[src/rtl/uart_tx_framer.sv]
// UART transmit framer: turns rising edges of the divided baud clock into bit ticks and
// shifts out start, data, optional parity (UART_TX_PARITY_EN) and stop bits.
module uart_tx_framer #(
  parameter int DATA_BITS = 8,
  parameter int STOP_BITS = 1
) (
  input  logic                 clk_in,
  input  logic                 reset,
  input  logic                 baud_clk,
  input  logic [DATA_BITS-1:0] tx_data,
  input  logic                 tx_valid,
  output logic                 tx_ready,
  output logic                 tx_serial,
  output logic                 tx_busy,
  output logic                 frame_done,
  output logic [2:0]           state_o
);

  // Handshake: a byte transfers on any rising clk_in edge where tx_valid && tx_ready;
  // tx_data is only sampled on that edge and tx_ready stays low until the frame ends.
  localparam logic [2:0] S_IDLE   = 3'd0;
  localparam logic [2:0] S_ARM    = 3'd1;
  localparam logic [2:0] S_START  = 3'd2;
  localparam logic [2:0] S_DATA   = 3'd3;
  localparam logic [2:0] S_STOP   = 3'd4;
`ifdef UART_TX_PARITY_EN
  localparam logic [2:0] S_PARITY = 3'd5;
`endif

  logic [2:0]           state_q, state_d;
  logic                 baud_clk_q;
  logic [DATA_BITS-1:0] shift_q, shift_d;
  logic [2:0]           bit_cnt_q, bit_cnt_d;
  logic                 stop_cnt_q, stop_cnt_d;
  logic                 tx_serial_q, tx_serial_d;
  logic                 tx_ready_q, tx_ready_d;
  logic                 tx_busy_q, tx_busy_d;
  logic                 frame_done_q, frame_done_d;
`ifdef UART_TX_PARITY_EN
  logic                 parity_q, parity_d;
`endif

  logic tick, accept, data_last, stop_last;

  assign tick      = baud_clk & ~baud_clk_q;
  assign accept    = tx_valid & tx_ready_q;
  assign data_last = (bit_cnt_q == 3'(DATA_BITS - 1));
  assign stop_last = (stop_cnt_q == 1'(STOP_BITS - 1));

  always_ff @(posedge clk_in) begin
    if (reset) begin
      state_q      <= S_IDLE;
      baud_clk_q   <= 1'b1;
      shift_q      <= '0;
      bit_cnt_q    <= '0;
      stop_cnt_q   <= 1'b0;
      tx_serial_q  <= 1'b1;
      tx_ready_q   <= 1'b1;
      tx_busy_q    <= 1'b0;
      frame_done_q <= 1'b0;
`ifdef UART_TX_PARITY_EN
      parity_q     <= 1'b0;
`endif
    end else begin
      state_q      <= state_d;
      baud_clk_q   <= baud_clk;
      shift_q      <= shift_d;
      bit_cnt_q    <= bit_cnt_d;
      stop_cnt_q   <= stop_cnt_d;
      tx_serial_q  <= tx_serial_d;
      tx_ready_q   <= tx_ready_d;
      tx_busy_q    <= tx_busy_d;
      frame_done_q <= frame_done_d;
`ifdef UART_TX_PARITY_EN
      parity_q     <= parity_d;
`endif
    end
  end

  always_comb begin
    state_d = state_q;
    case (state_q)
      S_IDLE:   if (accept) state_d = S_ARM;
      S_ARM:    if (tick) state_d = S_START;
      S_START:  if (tick) state_d = S_DATA;
`ifdef UART_TX_PARITY_EN
      S_DATA:   if (tick && data_last) state_d = S_PARITY;
      S_PARITY: if (tick) state_d = S_STOP;
`else
      S_DATA:   if (tick && data_last) state_d = S_STOP;
`endif
      S_STOP:   if (tick && stop_last) state_d = S_IDLE;
      default:  state_d = S_IDLE;
    endcase
  end

  // The shift register moves right as each data bit is driven, so bit 0 is always next.
  always_comb begin
    shift_d      = shift_q;
    bit_cnt_d    = bit_cnt_q;
    stop_cnt_d   = stop_cnt_q;
    tx_serial_d  = tx_serial_q;
    tx_ready_d   = tx_ready_q;
    tx_busy_d    = tx_busy_q;
    frame_done_d = 1'b0;
`ifdef UART_TX_PARITY_EN
    parity_d     = parity_q;
`endif
    case (state_q)
      S_IDLE: begin
        tx_serial_d = 1'b1;
        if (accept) begin
          shift_d    = tx_data;
          tx_ready_d = 1'b0;
          tx_busy_d  = 1'b1;
`ifdef UART_TX_PARITY_EN
          parity_d   = ^tx_data;
`endif
        end
      end
      S_ARM: if (tick) tx_serial_d = 1'b0;
      S_START: if (tick) begin
        tx_serial_d = shift_q[0];
        shift_d     = shift_q >> 1;
        bit_cnt_d   = '0;
      end
      S_DATA: if (tick) begin
        if (data_last) begin
`ifdef UART_TX_PARITY_EN
          tx_serial_d = parity_q;
`else
          tx_serial_d = 1'b1;
`endif
          stop_cnt_d  = 1'b0;
        end else begin
          tx_serial_d = shift_q[0];
          shift_d     = shift_q >> 1;
          bit_cnt_d   = bit_cnt_q + 3'd1;
        end
      end
`ifdef UART_TX_PARITY_EN
      S_PARITY: if (tick) begin
        tx_serial_d = 1'b1;
        stop_cnt_d  = 1'b0;
      end
`endif
      S_STOP: if (tick) begin
        if (stop_last) begin
          frame_done_d = 1'b1;
          tx_ready_d   = 1'b1;
          tx_busy_d    = 1'b0;
        end else begin
          stop_cnt_d = stop_cnt_q + 1'b1;
        end
      end
      default: tx_serial_d = 1'b1;
    endcase
  end

  assign tx_serial  = tx_serial_q;
  assign tx_ready   = tx_ready_q;
  assign tx_busy    = tx_busy_q;
  assign frame_done = frame_done_q;
  assign state_o    = state_q;

endmodule

[config.mk]
export PLATFORM = sky130hd
export DESIGN_NAME = uart_tx_framer
export DESIGN_NICKNAME = d
export VERILOG_FILES = /design/src/rtl/uart_tx_framer.sv
export SDC_FILE = /design/constraint.sdc
export NUM_CORES = 1
export LEC_CHECK = 0
export BUFFER_PORTS_ARGS = -buffer_cell sky130_fd_sc_hd__buf_2
export CAP_MARGIN = 20
export CORE_ASPECT_RATIO = 0.9
export CORE_MARGIN = 2
export CORE_UTILIZATION = 50
export DETAILED_ROUTE_END_ITERATION = 8
export GPL_TIMING_DRIVEN = 0
export PLACE_DENSITY = 0.74
export SYNTH_ARGS = -nofsm -noshare
export SYNTH_HDL_FRONTEND = slang
export SYNTH_SLANG_ARGS = --single-unit
[constraint.sdc]
create_clock -name clk_in -period 2 [get_ports clk_in]
set_clock_uncertainty 0.05 [all_clocks]
set_input_delay 0.6 -clock clk_in [delete_from_list [all_inputs] [get_ports clk_in]]
set_output_delay 0.6 -clock clk_in [all_outputs]
set_load 0.01 [all_outputs]
; ---- Word level (Yosys, flattened, before mapping)
; Cells that the tools add are included.
[totals]
wordCells = 80
output_inout_bits = 7
input_bits = 12
register_bits = 20
[op_classes]
reduce_logical = 14
eq_ne = 15
n_addsub = 2
muxes = 34
n_bitwise = 6
[op_table]
columns = op, count
row1 = two-way mux 8 bit, 4
row2 = two-way mux 3 bit, 8
row3 = one-hot mux 8 bit (3 select lines), 1
row4 = inequality test 2 bit (second input constant), 10
row5 = AND reduction 4 bit, 4
row6 = two-way mux 1 bit, 15
row7 = one-hot mux 3 bit (5 select lines), 1
row8 = AND reduction 5 bit, 2
row9 = == test 3 x 2 -> 1 bit (second input constant), 2
row10 = == test 3 bit (second input constant), 2
row11 = one-hot mux 1 bit (2 select lines), 3
row12 = one-hot mux 3 bit (2 select lines), 1
row13 = nonzero test 2 bit, 3
row14 = NOT 1 bit, 4
row15 = one-hot mux 1 bit (4 select lines), 1
row16 = adder 3 x 1 -> 3 bit (second input constant), 1
row17 = == test 3 x 1 -> 1 bit (second input constant), 1
row18 = logical NOT 3 bit, 1
row19 = nonzero test 3 bit, 1
row20 = OR reduction 3 bit, 1
row21 = AND 1 bit, 2
row22 = logical AND 1 bit, 2
row23 = adder 1 bit (second input constant), 1

; ---- Logic depth before layout (Yosys ltp)
; Gate-level depths: netlist of run 1.
[depth]
ltp_word = 5
depth_mapped = 6

; ---- Least setup slack after synthesis of run 1
; OpenSTA, ideal clock, no wires.
[synth_timing]
path_type = register to register
from = register bit_cnt_q[0]
to = register shift_q[3]
arrival_time_ns = 1.517
n_path_buf = 1
t_required_ns = 1.862
slack_ns = 0.345
stages_incl_launch_ff = 7
setup_ns = 0.088
synth_period_minus_slack_ns = 1.655
path_cell_list = dfxtp_1 ha_1 ha_1 a221oi_4 buf_6 nor2_1 a311oi_2
[synth_via]
elab_chain_len = 3
[synth_rtl]
columns = element, line
row1 = from (decl), 33  ; logic [2:0] bit_cnt_q, bit_cnt_d;
row2 = from (signal assigned), 68  ; bit_cnt_q <= bit_cnt_d;
row3 = == test 3 bit, 47  ; assign data_last = (bit_cnt_q == 3'(DATA_BITS - 1));
row4 = inequality test 2 bit (no source line), n/a
row5 = AND reduction 5 bit (no source line), n/a
row6 = to (signal assigned), 67  ; shift_q <= shift_d;
row7 = to (decl), 32  ; logic [DATA_BITS-1:0] shift_q, shift_d;
; Every way passes these cells.
; A chain may end at the register's enable or synchronous reset.

; ---- Final worst setup path of run 1
; Same ends and word-level chain as after synthesis.

==> flow_metrics.tcl, run 1 <==
set metrics [dict create \
    synth_top_area_share_pct 41.6 \
    synth_xor_area_share_pct 0 \
    synth.mux.area_fraction_pct 0 \
    finalCriticalPeriod_ns 1.85 \
    period_share_pct 92.5 \
    worst-path-buf-inv 1 \
    fp.dieW_um 49.1 \
    final-hold-violation-count 0 \
    dieHeight_um 44.5 \
    synth-simple-area-share_pct 28.8 \
    post-route-util_pct 62.1 \
    syn_nets 119 \
    cts_setup_buffers 0 \
    slew_headroom_pct 65.8 \
    antenna_found_initial 0 \
    track_usage_pct 18.7 \
    drc 0 \
    cts_root_buf "clkbuf_4" \
    synth.distinct_cells 24 \
    grt_setup_unrepaired "no" \
    yosysMostFrequentCell "nand2_1" \
    status "finished, final reports clean" \
    insertion_delay_ns 0.29 \
    maxCapViolCount 0 \
    grt_pass1_vias 757 \
    syn_avg_cell_area_um2 8.70 \
    slowest_stage "a221oi_4" \
    critical_path_required_ns 2.16 \
    routed_wl_mm 1.88 \
    syn_inst 105 \
    power.density_mw_per_mm2 691 \
    yosys_most_used_dff "dfxtp_1" \
    cts-buffers-inserted 3 \
    clockBufferDepth 2 \
    grt_pass1_wl_mm 3.21 \
    wl_per_cell_um 12.5 \
    clk_pin_slew_worst_paths_ns 0.10 \
    nets 141 \
    ys_ff_latch 19 \
    p_leak_nw 0.423 \
    ys_seq_area_share_pct 41.6 \
    crit_fanout 10 \
    synth_compound_area_share_pct 21.4 \
    cts_sinks 19 \
    grt_max_degree 11 \
    vias 821 \
    async_reset_ff_share_pct 0 \
    worst_setup_path_start_kind "flop" \
    drive_gt1_share_pct 22.2 \
    crit_path_max_incr_delay_ns 0.46 \
    post_cts_resized 0 \
    worst_pin_slew_ns 0.514 \
    yosysTopAreaCell "dfxtp_1" \
    drt_iter0_drc 21 \
    io_buffers 17 \
    synth-edff-count 0 \
    firstDrtPassIters 4 \
    crit_family "compound AO/OA/AOI/OAI gates" \
    fmax_ghz 0.540 \
    cp_common_cell "ha_1" \
    coreArea_mm2 0.00170 \
    vias_per_cell 5.47 \
    syn_to_final_growth_pct 15.5 \
    initial_utilization_pct 53.8 \
    setup_viol 0 \
    cts.hold.buffers_added 0 \
    rows 14 \
    htreeDepth 1 \
    maxSlewViolCount 0 \
    gp_congestion 0.763 \
    ioPinCount 19 \
    die-area_mm2 0.00218 \
    synth_top_family_by_area "simple AND/OR/NAND/NOR gates" \
    endpoint_kind "flop" \
    synthTopCellsByCount "nand2_1, dfxtp_1, nor2_1" \
    hold_class "reg -> reg" \
    vdd.ir_drop.worst_mv 0.329 \
    drtAntennaViolNets 0 \
    synth.area.top_cells "dfxtp_1, nand2_1, a311oi_1" \
    critPathKind "reg -> reg" \
    dpl.hpwl_mm 1.37 \
    worstPathArrival_ns 2.01 \
    cts_tree "done" \
    yosysWarnings 0 \
    crit_chain "ha_1 > ha_1 > a221oi_4 > buf_6 > nor2_1 > a311oi_2" \
    setup_tns_ns 0 \
    synth_area_um2 913 \
    synth_fa_ha_area_share_pct 2.74 \
    grt-ovfl-total 0 \
    n_antenna_cell 0 \
]
## stage by stage
step	hold slack, ns	cell area (um2)	worst slack [ns]	power (W)	std cells
floorplan	0.386	913	0.345	0.000509	105
global placement	0.395	1030	0.129	0.000539	146
detailed placement	0.404	1030	0.112	0.000544	146
CTS	0.417	1050	0.149	0.000737	150
global route	0.433	1050	0.0596	0.000769	150
finish	0.413	1050	0.149	0.000729	150
## final timing paths
| path | depth (start not counted) | from | end | slack, ns |
|---|---|---|---|---|
| max | 6 | bit_cnt_q[0] | shift_q[3] | 0.15 |
| min | 2 | bit_cnt_q[1] | bit_cnt_q[1] | 0.41 |
| max reg2reg | 6 | bit_cnt_q[0] | shift_q[3] | 0.15 |
| min reg2reg | 2 | bit_cnt_q[1] | bit_cnt_q[1] | 0.41 |
## cells by family (layout without fill, tap and decap cells)
logic type | Yosys count | after routing
fa+ha+maj | 2 | 2
buf+inv | 9 | 30
compound gates | 23 | 23
flops | 19 | 19
simple gates | 52 | 52
## state kept, by name, indices dropped and copies added (netlist names)
register	flops
baud_clk_q	1
bit_cnt_q	3
frame_done	1
shift_q	8
state_o	3
tx_busy	1
tx_ready	1
tx_serial	1
## cells in the final DEF, fill, tap and decap left out
cell type  count
nand4b_1       1
nand4bb_4      1
a311oi_2       2
buf_6          2
and3_1         2
ha_1           2
clkbuf_1       7
a221oi_4       1
nand3b_1       1
nor2_1        12
buf_2         17
a2111oi_0      2
or3_1          1
or2_2          1
clkbuf_4       3
clkbuf_2       1
o21bai_1       2
a311oi_1       6
nand2_1       21
nand2b_1       4
a2bb2oi_1      1
nor2b_1        2
nand4_1        2
dfxtp_1       19
a21oi_1        9
nand3_1        4
## power breakdown
group	switching, W	leakage [nW]	internal [W]
Clock	0.000116	0.0150	0.0000775
Combinational	0.0000648	0.252	0.0000559
Sequential	0.0000131	0.156	0.000402
## area by class of cell
| cell class | count | area [um2] |
|---|---|---|
| clock buffers | 4 | 26.3 |
| plain buffers | 9 | 50.0 |
| multi-input cells | 77 | 483 |
| well taps | 24 | 30.0 |
| repair buffers | 17 | 85.1 |
| fillers | 162 | 644 |
| flip-flops and latches | 19 | 380 |
## worst min-delay path, stage by stage (launching register included)
cell     delay, ns
dfxtp_1       0.33
nand2_1       0.05
a21oi_1       0.05
## routing by layer
layer	global-route usage, %	vias up	share of wire (%)
li1	-	415	-
met1	24.4	386	49
met2	32.6	20	47
met3	3.04	0	3.9
met4	5.14	0	0
met5	0	-	0
(Power assumes the default switching activity.)
==> inputs of run 2 (changes only) <==
--- a/config.mk
+++ b/config.mk
@@ -13,6 +13,7 @@
 export DETAILED_ROUTE_END_ITERATION = 8
 export GPL_TIMING_DRIVEN = 0
 export PLACE_DENSITY = 0.74
+export SETUP_SLACK_MARGIN = 0.5
 export SYNTH_ARGS = -nofsm -noshare
 export SYNTH_HDL_FRONTEND = slang
 export SYNTH_SLANG_ARGS = --single-unit
==> flow_metrics.tcl, run 2 (synthesis gave the netlist of run 1 again) <==
set metrics [dict create \
    status "finished, final reports clean" \
    regToRegSetupSlack_ns 0.40 \
    vias_per_cell 5.62 \
    initial_utilization_pct 53.8 \
    multi_input_area_um2 561 \
    io_buffers 17 \
    cts.hold.buffers_added 0 \
    stdcell_area_mm2 0.00122 \
    vdd.ir_drop.worst_mv 0.545 \
    whs_path_depth 2 \
    crit-reg2reg-launch "bit_cnt_q[1]" \
    crit_family "compound AO/OA/AOI/OAI gates" \
    post-route-util_pct 71.9 \
    finalCriticalPeriod_ns 1.60 \
    n_antenna_cell 0 \
    coreArea_mm2 0.00170 \
    grt_max_degree 11 \
    setup_viol 0 \
    slew_headroom_pct 66.4 \
    slowest_stage "a221oi_4" \
    firstDrtPassIters 4 \
    p_leak_nw 0.486 \
    die-area_mm2 0.00218 \
    cts_sinks 19 \
    worst_setup_path_start_kind "flop" \
    setup_tns_ns 0 \
    dieHeight_um 44.5 \
    insertion_delay_ns 0.30 \
    cts-buffers-inserted 3 \
    hold_class "reg -> reg" \
    vias 888 \
    grt-ovfl-total 0 \
    mostFrequentLayoutCells "nand2_1, buf_2, dfxtp_1, nor2_1, a21oi_1" \
    worst_pin_slew_ns 0.505 \
    hold_start "shift_q[5]" \
    reg2reg_depth 6 \
    place_area_mm2 0.00105 \
    cts_tree "done" \
    r2r-end "shift_q[2]" \
    crit_path_max_incr_delay_ns 0.37 \
    rows 14 \
    grt_pass1_wl_mm 3.67 \
    routed_wl_mm 2.28 \
    maxSlewViolCount 0 \
    dp_slack_ns 0.124 \
    grt_setup_unrepaired "yes" \
    ioPinCount 19 \
    endpoint_kind "flop" \
    worst_slack_ns 0.396 \
    antenna_found_initial 0 \
    htreeDepth 1 \
    layout_commonest_cell "nand2_1" \
    syn_to_final_growth_pct 33.8 \
    dp.cells 146 \
    final-hold-violation-count 0 \
    layout.cells.non_filler 158 \
    critical_path_required_ns 2.17 \
    worst-path-buf-inv 1 \
    nFillCells 151 \
    drtAntennaViolNets 0 \
    drc 0 \
    track_usage_pct 23.1 \
    dpl.hpwl_mm 1.40 \
    crit_fanout 4 \
    maxCapViolCount 0 \
    period_share_pct 80.2 \
    fp.dieW_um 49.1 \
    drive_gt1_share_pct 41.0 \
    crit_chain "ha_4 > ha_4 > a221oi_4 > buf_6 > nor2_2 > a311oi_1" \
    nets 149 \
    regMostFlops "shift_q" \
    drt_iter0_drc 12 \
    clk_pin_slew_worst_paths_ns 0.11 \
    worstPathArrival_ns 1.77 \
    fmax_ghz 0.624 \
    critPathKind "reg -> reg" \
    wl_per_cell_um 14.4 \
    grt_pass1_vias 837 \
    clockBufferDepth 2 \
    gp_congestion 0.764 \
    cp_common_cell "ha_4" \
    whs_endpoint "shift_q[4]" \
    largest_register_ffs 8 \
    register_area_um2 389 \
    cts_root_buf "clkbuf_4" \
    power.density_mw_per_mm2 634 \
]
[run 2: where the power goes]
| part | internal (W) | switching (W) | total, W |
|---|---|---|---|
| logic | 0.0000760 | 0.0000788 | 0.000155 |
| clock network | 0.0000778 | 0.000122 | 0.000200 |
| registers | 0.000402 | 0.0000172 | 0.000420 |
[run 2: cell type report]
type                            count  share of cell area (%)
Multi-Input combinational cell     77                    45.9
Tap cell                           24                    2.46
Sequential cell                    19                    31.8
Clock buffer                        4                    2.15
Buffer                              9                    5.22
Timing Repair Buffer               25                    12.5
[run 2: through the flow]
stage	hold WS, ns	power, W
final	0.430	0.000774
after global routing	0.443	0.000812
after CTS	0.430	0.000762
after detailed placement	0.402	0.000553
after global placement	0.397	0.000547
after floorplan	0.386	0.000516
[run 2: how the worst max path moves through the flow]
stage,from,to,cells past startpoint
floorplan,baud_clk,shift_q[3],5
global placement,tx_valid,shift_q[0],6
detailed placement,tx_valid,shift_q[7],6
CTS,state_o[1],shift_q[4],6
global route,bit_cnt_q[1],shift_q[2],6
finish,bit_cnt_q[1],shift_q[2],6
[run 2: per-layer routing]
layer	up-vias	GRT usage, %	share of wire (%)
met5	-	0	0
li1	433	-	-
met4	0	14.9	2.5
met1	428	28.1	44
met3	7	4.39	3.4
met2	20	38.4	50
[run 2: repair_timing]
| action | CTS | global route |
|---|---|---|
| pin swaps | 8 | 4 |
| resized for setup | 15 | 12 |
| buffers inserted | 6 | 1 |
| gates cloned | 1 | 0 |
| hold endpoints to repair | 0 | 0 |
| endpoints found under the setup margin | 14 | 17 |
[run 2: tightest hold or removal path, stage by stage, from the launching register on]
cell	delay [ns]
dfxtp_1	0.32
nand2_1	0.05
a311oi_1	0.07
